$ cat config.mk
export PLATFORM = sky130hd
export DESIGN_NAME = ps2_host_tx_flat
export DESIGN_NICKNAME = d
export VERILOG_FILES = /design/src/rtl/ps2_host_tx_if.sv /design/src/rtl/ps2_host_tx.sv /design/src/flat_wrapper.sv
export SDC_FILE = /design/constraint.sdc
export NUM_CORES = 1
export LEC_CHECK = 0
export CORE_ASPECT_RATIO = 0.6
export CORE_MARGIN = 1
export CORE_UTILIZATION = 30
export DETAILED_ROUTE_END_ITERATION = 10
export PLACE_DENSITY = 0.53
export SLEW_MARGIN = 0
export SYNTH_ARGS = -nofsm -noshare
export SYNTH_HDL_FRONTEND = slang
export SYNTH_SLANG_ARGS = --single-unit
$ cat constraint.sdc
create_clock -name clk -period 2.6 [get_ports clk]
set_input_delay 0.39 -clock clk [delete_from_list [all_inputs] [get_ports clk]]
set_output_delay 0.39 -clock clk [all_outputs]
set_load 0.01 [all_outputs]
$ cat src/rtl/ps2_host_tx_if.sv
// PS/2 host transmitter bus: command handshake plus open-drain pin view/enables.
`timescale 1ns/1ps
interface ps2_host_tx_if;
  logic       key_clk;
  logic       key_din;
  logic       key_clk_oe;
  logic       key_dout_oe;
  logic       tx_valid;
  logic [7:0] tx_data;
  logic       tx_busy;
  logic       tx_done;
  logic       tx_err;

  modport master (
    output tx_valid, tx_data, key_clk, key_din,
    input  tx_busy, tx_done, tx_err, key_clk_oe, key_dout_oe
  );

  modport slave (
    input  tx_valid, tx_data, key_clk, key_din,
    output tx_busy, tx_done, tx_err, key_clk_oe, key_dout_oe
  );
endinterface

$ cat src/rtl/ps2_host_tx.sv
// PS/2 host-to-device command transmitter driving open-drain pull-low enables.
// Optional automatic retry (3 attempts total) when PS2_TX_RESEND_EN is defined.
`timescale 1ns/1ps
module ps2_host_tx #(
  parameter int unsigned INHIBIT_CYCLES = 2500,
  parameter int unsigned TIMEOUT_CYCLES = 375000
) (
  input  logic         clk,
  input  logic         rst_n,
  ps2_host_tx_if.slave bus
);
  localparam int unsigned IW = (INHIBIT_CYCLES > 1) ? $clog2(INHIBIT_CYCLES) : 1;
  localparam int unsigned WW = (TIMEOUT_CYCLES > 1) ? $clog2(TIMEOUT_CYCLES) : 1;
  localparam logic [IW-1:0] INH_LAST = IW'(INHIBIT_CYCLES - 1);
  localparam logic [WW-1:0] WD_LAST  = WW'(TIMEOUT_CYCLES - 1);

  typedef enum logic [2:0] {IDLE, INHIBIT, RTS, DATA, ACK, WAITIDLE, DONE} state_t;

  state_t        state_q, state_d;
  logic [7:0]    data_q, data_d;
  logic          parity_q, parity_d;
  logic          dout_q, dout_d;
  logic          err_q, err_d;
  logic [3:0]    bit_cnt_q, bit_cnt_d;
  logic [IW-1:0] inh_cnt_q, inh_cnt_d;
  logic [WW-1:0] wd_cnt_q, wd_cnt_d;
  logic [1:0]    clk_sync_q, din_sync_q;
  logic          clk_prev_q;
  logic          clk_s, din_s, fall, retry_ok;

  assign clk_s = clk_sync_q[1];
  assign din_s = din_sync_q[1];
  assign fall  = clk_prev_q & ~clk_s & ((state_q == DATA) | (state_q == ACK));

`ifdef PS2_TX_RESEND_EN
  logic [1:0] retry_q, retry_d;
  assign retry_ok = (retry_q != 2'd2);

  always_ff @(posedge clk or negedge rst_n) begin
    if (!rst_n) retry_q <= '0;
    else        retry_q <= retry_d;
  end
`else
  assign retry_ok = 1'b0;
`endif

  // Idle lines read high, so synchronizers reset to 1 to avoid a phantom edge.
  always_ff @(posedge clk or negedge rst_n) begin
    if (!rst_n) begin
      clk_sync_q <= '1;
      din_sync_q <= '1;
      clk_prev_q <= 1'b1;
    end else begin
      clk_sync_q <= {clk_sync_q[0], bus.key_clk};
      din_sync_q <= {din_sync_q[0], bus.key_din};
      clk_prev_q <= clk_s;
    end
  end

  always_ff @(posedge clk or negedge rst_n) begin
    if (!rst_n) begin
      state_q   <= IDLE;
      data_q    <= '0;
      parity_q  <= 1'b0;
      dout_q    <= 1'b0;
      err_q     <= 1'b0;
      bit_cnt_q <= '0;
      inh_cnt_q <= '0;
      wd_cnt_q  <= '0;
    end else begin
      state_q   <= state_d;
      data_q    <= data_d;
      parity_q  <= parity_d;
      dout_q    <= dout_d;
      err_q     <= err_d;
      bit_cnt_q <= bit_cnt_d;
      inh_cnt_q <= inh_cnt_d;
      wd_cnt_q  <= wd_cnt_d;
    end
  end

  always_comb begin
    state_d         = state_q;
    data_d          = data_q;
    parity_d        = parity_q;
    dout_d          = dout_q;
    err_d           = err_q;
    bit_cnt_d       = bit_cnt_q;
    inh_cnt_d       = inh_cnt_q;
    wd_cnt_d        = wd_cnt_q;
`ifdef PS2_TX_RESEND_EN
    retry_d         = retry_q;
`endif
    bus.key_clk_oe  = 1'b0;
    bus.key_dout_oe = 1'b0;
    bus.tx_done     = 1'b0;
    bus.tx_err      = 1'b0;
    bus.tx_busy     = (state_q != IDLE);

    case (state_q)
      IDLE: begin
        if (bus.tx_valid) begin
          data_d    = bus.tx_data;
          parity_d  = ~^bus.tx_data;
          err_d     = 1'b0;
          inh_cnt_d = '0;
`ifdef PS2_TX_RESEND_EN
          retry_d   = '0;
`endif
          state_d   = INHIBIT;
        end
      end
      INHIBIT: begin
        bus.key_clk_oe = 1'b1;
        inh_cnt_d      = inh_cnt_q + 1'b1;
        if (inh_cnt_q == INH_LAST) begin
          bus.key_dout_oe = 1'b1;
          state_d         = RTS;
        end
      end
      RTS: begin
        bus.key_dout_oe = 1'b1;
        bit_cnt_d       = '0;
        wd_cnt_d        = '0;
        dout_d          = 1'b1;
        state_d         = DATA;
      end
      DATA: begin
        bus.key_dout_oe = dout_q;
        wd_cnt_d        = wd_cnt_q + 1'b1;
        if (wd_cnt_q == WD_LAST) begin
          err_d   = 1'b1;
          state_d = DONE;
        end else if (fall) begin
          bit_cnt_d = bit_cnt_q + 1'b1;
          if (bit_cnt_q < 4'd8) begin
            dout_d = ~data_q[bit_cnt_q[2:0]];
          end else if (bit_cnt_q == 4'd8) begin
            dout_d = ~parity_q;
          end else begin
            dout_d  = 1'b0;
            state_d = ACK;
          end
        end
      end
      ACK: begin
        wd_cnt_d = wd_cnt_q + 1'b1;
        if (wd_cnt_q == WD_LAST) begin
          err_d   = 1'b1;
          state_d = DONE;
        end else if (fall) begin
          err_d   = din_s;
          state_d = WAITIDLE;
        end
      end
      WAITIDLE: begin
        wd_cnt_d = wd_cnt_q + 1'b1;
        if (wd_cnt_q == WD_LAST) begin
          err_d   = 1'b1;
          state_d = DONE;
        end else if (clk_s && din_s) begin
          state_d = DONE;
        end
      end
      DONE: begin
        bus.tx_done = ~err_q;
        bus.tx_err  = err_q & ~retry_ok;
        // Timeouts also land here, so one retry path serves both failure kinds.
        if (err_q && retry_ok) begin
`ifdef PS2_TX_RESEND_EN
          retry_d   = retry_q + 2'd1;
`endif
          err_d     = 1'b0;
          inh_cnt_d = '0;
          state_d   = INHIBIT;
        end else begin
          state_d = IDLE;
        end
      end
      default: state_d = IDLE;
    endcase
  end
endmodule
$ cat src/flat_wrapper.sv
// flat-port wrapper written by rule: the top's interface ports become plain ports
module ps2_host_tx_flat 
#(
  parameter int unsigned INHIBIT_CYCLES = 2500,
  parameter int unsigned TIMEOUT_CYCLES = 375000
)
  (clk, rst_n, bus_tx_valid, bus_tx_data, bus_key_clk, bus_key_din, bus_tx_busy, bus_tx_done, bus_tx_err, bus_key_clk_oe, bus_key_dout_oe);
  ps2_host_tx_if bus_i ();
  input  logic clk;
  input  logic rst_n;
  input wire logic [$bits(bus_i.tx_valid)-1:0] bus_tx_valid;
  input wire logic [$bits(bus_i.tx_data)-1:0] bus_tx_data;
  input wire logic [$bits(bus_i.key_clk)-1:0] bus_key_clk;
  input wire logic [$bits(bus_i.key_din)-1:0] bus_key_din;
  output wire logic [$bits(bus_i.tx_busy)-1:0] bus_tx_busy;
  output wire logic [$bits(bus_i.tx_done)-1:0] bus_tx_done;
  output wire logic [$bits(bus_i.tx_err)-1:0] bus_tx_err;
  output wire logic [$bits(bus_i.key_clk_oe)-1:0] bus_key_clk_oe;
  output wire logic [$bits(bus_i.key_dout_oe)-1:0] bus_key_dout_oe;
  assign bus_i.tx_valid = bus_tx_valid;
  assign bus_i.tx_data = bus_tx_data;
  assign bus_i.key_clk = bus_key_clk;
  assign bus_i.key_din = bus_key_din;
  assign bus_tx_busy = bus_i.tx_busy;
  assign bus_tx_done = bus_i.tx_done;
  assign bus_tx_err = bus_i.tx_err;
  assign bus_key_clk_oe = bus_i.key_clk_oe;
  assign bus_key_dout_oe = bus_i.key_dout_oe;
  ps2_host_tx #(.INHIBIT_CYCLES(INHIBIT_CYCLES), .TIMEOUT_CYCLES(TIMEOUT_CYCLES)) u_core (.clk(clk), .rst_n(rst_n), .bus(bus_i));
endmodule
==> impl_metrics.sql <==
INSERT INTO impl_metrics (metric_group, metric, value, unit) VALUES
('run_status', 'outcome', 'finished, final reports clean', ''),
('pwr', 'irDropWorstVdd', '0.000324', 'V'),
('finish', 'diode_insertion_count_for_antenna_repair', '0', ''),
('cts', 'cts_buffers', '5', ''),
('synth', 'yosysUniqueCellTypes', '49', ''),
('routing', 'drt-wirelength-per-cell', '14.2', 'microns'),
('routing', 'detail_route.vias_per_cell', '5.07', ''),
('timing', 'tightest_slew', '0.721', 'ns'),
('cts', 'ctsHtreeMaxLevel', '2', ''),
('finish', 'layout.cells.non_filler', '474', ''),
('timing', 'period_share', '94.4', '%'),
('timing', 'timing.final.max_slew_violations', '0', ''),
('global_routing', 'grt.overflow.total', '0', ''),
('critical_path', 'critical_path.startpoint', 'u_core.inh_cnt_q[3]', ''),
('critical_path', 'arrival_time_at_the_worst_endpoint', '2.06', 'ns'),
('placement', 'place.port_buffers', '17', ''),
('finish', 'multi_input_combinational_cell_area', '1440', 'sq um'),
('die', 'placeableCoreArea', '9220', 'sq um'),
('cts', 'ctsRootBufferMaster', 'clkbuf_16', ''),
('timing', 'clock.fmax', '408', 'MHz'),
('finish', 'commonest_non_fill_non_tap_cell_in_the_layout', 'nand2_1', ''),
('timing', 'fin_worst_hold_slack', '0.148', 'ns'),
('timing', 'slack_of_the_critical_path', '0.146', 'ns'),
('die', 'fp.dieH', '77.6', 'microns'),
('critical_path', 'timing.reg2reg.worst_path_depth', '5', ''),
('critical_path', 'worstSetupStartpointType', 'flip-flop', ''),
('synth', 'synth_ff_type', 'dfrtp_1', ''),
('die', 'row_count', '27', ''),
('synth', 'post_synthesis_area_per_instance', '9.19', 'sq um'),
('cts', 'worst_setup_hold_path_clk_slew', '0.07', 'ns'),
('pwr', 'total_leakage_power', '1.45', 'nW'),
('pwr', 'power_per_cell_area', '909', 'nW/um^2'),
('pwr', 'pwr-share-seq', '39.2', '%'),
('global_routing', 'grt_antenna_before_repair', '0', ''),
('pwr', 'sw_frac_of_total', '38.7', '%'),
('global_routing', 'grt_first_pass_wirelength', '11400', 'microns'),
('finish', 'area.growth.synth_to_final', '20.8', '%'),
('die', 'io_pins', '18', ''),
('cts', 'holdBufCountCts', '0', ''),
('critical_path', 'critical_path.reg2reg.startpoint', 'u_core.wd_cnt_q[8]', ''),
('placement', 'dp_hpwl', '4890', 'microns'),
('cts', 'clock_tree_from_tritoncts', 'yes', ''),
('pwr', 'design_power_total', '3.14', 'mW'),
('timing', 'hold_viol', '0', ''),
('die', 'effective_utilization_at_floorplan', '31.0', '%'),
('routing', 'route.antenna.remaining_nets', '0', ''),
('synth', 'ys.warnings.count', '0', ''),
('global_routing', 'grt_max_degree', '31', ''),
('synth', 'synth-edff-count', '0', ''),
('die', 'fp.dieArea', '9930', 'sq um'),
('synth', 'synthesis.instances', '311', ''),
('critical_path', 'path_class', 'flip-flop to output port', ''),
('critical_path', 'worstPathMaxFanout', '2', ''),
('placement', 'dp_slack', '-0.188', 'ns'),
('finish', 'drive_gt1_share', '14.2', '%'),
('placement', 'final_wtd_congestion', '0.771', ''),
('pwr', 'clockPowerShare', '22.1', '%'),
('critical_path', 'regToRegEndpoint', 'u_core.dout_q', ''),
('synth', 'synth_fp_nets', '327', ''),
('timing', 'fin_tns_setup', '0', 'ns'),
('cts', 'cts_setup_buffers', '0', ''),
('cts', 'clock_insertion_delay_worst_skew', '0.30', 'ns'),
('timing', 'rsz_0062_raised_after_global_routing', 'false', ''),
('critical_path', 'cp-end-kind', 'output port', ''),
('cts', 'cts_max_path_buffers', '2', ''),
('routing', 'first_drt_pass_iteration_count', '4', ''),
('pwr', 'comb_power_share', '38.7', '%'),
('routing', 'detail_route.drc_violations', '0', ''),
('finish', 'register_area', '1360', 'sq um'),
('timing', 'finalWorstPathRequiredPeriod', '2.45', 'ns'),
('placement', 'dp.cells', '466', '');
[critical path, stage by stage (launching register included)]
cell,delay (ns)
dfrtp_1,0.38
or4b_4,0.55
nor4_4,0.14
buf_4,0.15
a21oi_1,0.07
a311oi_1,0.29
buf_2,0.18
[layer usage]
layer  track usage [%]  routed length (microns)
met5                 0                        0
met4              2.94                       47
met3              3.10                      235
met2              20.2                     2620
met1              23.5                     3810
[worst max-delay path by stage]
stage / cells after the start / endpoint
after global placement: 6 / bus_key_dout_oe
final: 6 / bus_key_dout_oe
after CTS: 6 / bus_key_dout_oe
after detailed placement: 6 / bus_key_dout_oe
after floorplan: 4 / bus_key_dout_oe
after global routing: 6 / bus_key_dout_oe
[cell type report]
type | count | area share (%)
clock buffers | 6 | 4.02
clock inverters | 2 | 0.362
inverters | 9 | 0.979
multi-input cells | 237 | 41.8
flip-flops and latches | 54 | 39.3
well taps | 130 | 4.71
repair buffers | 36 | 8.77
[metrics by stage]
stage / area, sq um / utilization [%]
3_5_place_dp: 3290 / 35.6
2_1_floorplan: 2860 / -
6_report: 3450 / 37.4
4_1_cts: 3440 / 37.3
3_3_place_gp: 3290 / 35.6
5_1_grt: 3450 / 37.4
[what timing repair did]
action,4_1_cts,5_1_grt
pin swaps,2,2
resized for setup,6,1
endpoints found under the setup margin,1,1
gates cloned,0,0
[Yosys cell counts, types with 2 or more instances]
cell      number  share of area [%]
nand4_1       11                2.4
mux2i_1        8                2.8
xnor2_1        6                1.8
nand2b_1       4               0.88
nand4b_1       2               0.61
a21oi_1       13                2.3
or3_1          4               0.88
o31ai_1        7                1.8
and3_1         7                1.5
mux4_2         2                1.6
nor3_1         4               0.70
nand3_1       23                4.0
dfstp_2        5                4.6
nand2_1       50                6.6
a31oi_1        6                1.3
inv_1          8                1.1
and3_2         2               0.53
o211ai_1       3               0.79
nand3b_1       2               0.53
xor2_1         2               0.61
o21ai_0       33                5.8
ha_1           3                1.3
nor2b_1        4               0.88
a22o_1         2               0.61
dfrtp_1       49                 43
o22ai_1        2               0.44
and2_1         2               0.44
clkbuf_1      11                1.4
nor2_1        16                2.1
[power groups by stage]
stage | clock (mW) | sequential (mW) | combinational [mW]
4_1_cts | 0.715 | 1.23 | 1.22
2_1_floorplan | 0 | 1.15 | 0.863
3_3_place_gp | 0 | 1.24 | 1.20
5_1_grt | 0.753 | 1.27 | 1.39
3_5_place_dp | 0 | 1.24 | 1.22
6_report | 0.694 | 1.23 | 1.22
[logic make-up after synthesis]
group | count (synthesis) | share of synthesized area [%]
AOI/OAI and AO/OA | 78 | 17.4
muxes | 10 | 4.38
buffers and inverters | 20 | 2.63
adders and majority gates | 3 | 1.31
DFF | 54 | 47.5
xor gates and xnor gates | 8 | 2.45
and+or+nand+nor | 138 | 24.3
[state kept, by name, indices dropped and copies added (netlist names), 2 cells and up]
name / count
u_core.wd_cnt_q: 19
u_core.inh_cnt_q: 12
u_core.data_q: 8
u_core.bit_cnt_q: 4
u_core.state_q: 3
u_core.clk_sync_q: 2
u_core.din_sync_q: 2
No activity file was read; power rests on OpenSTA's default activity.
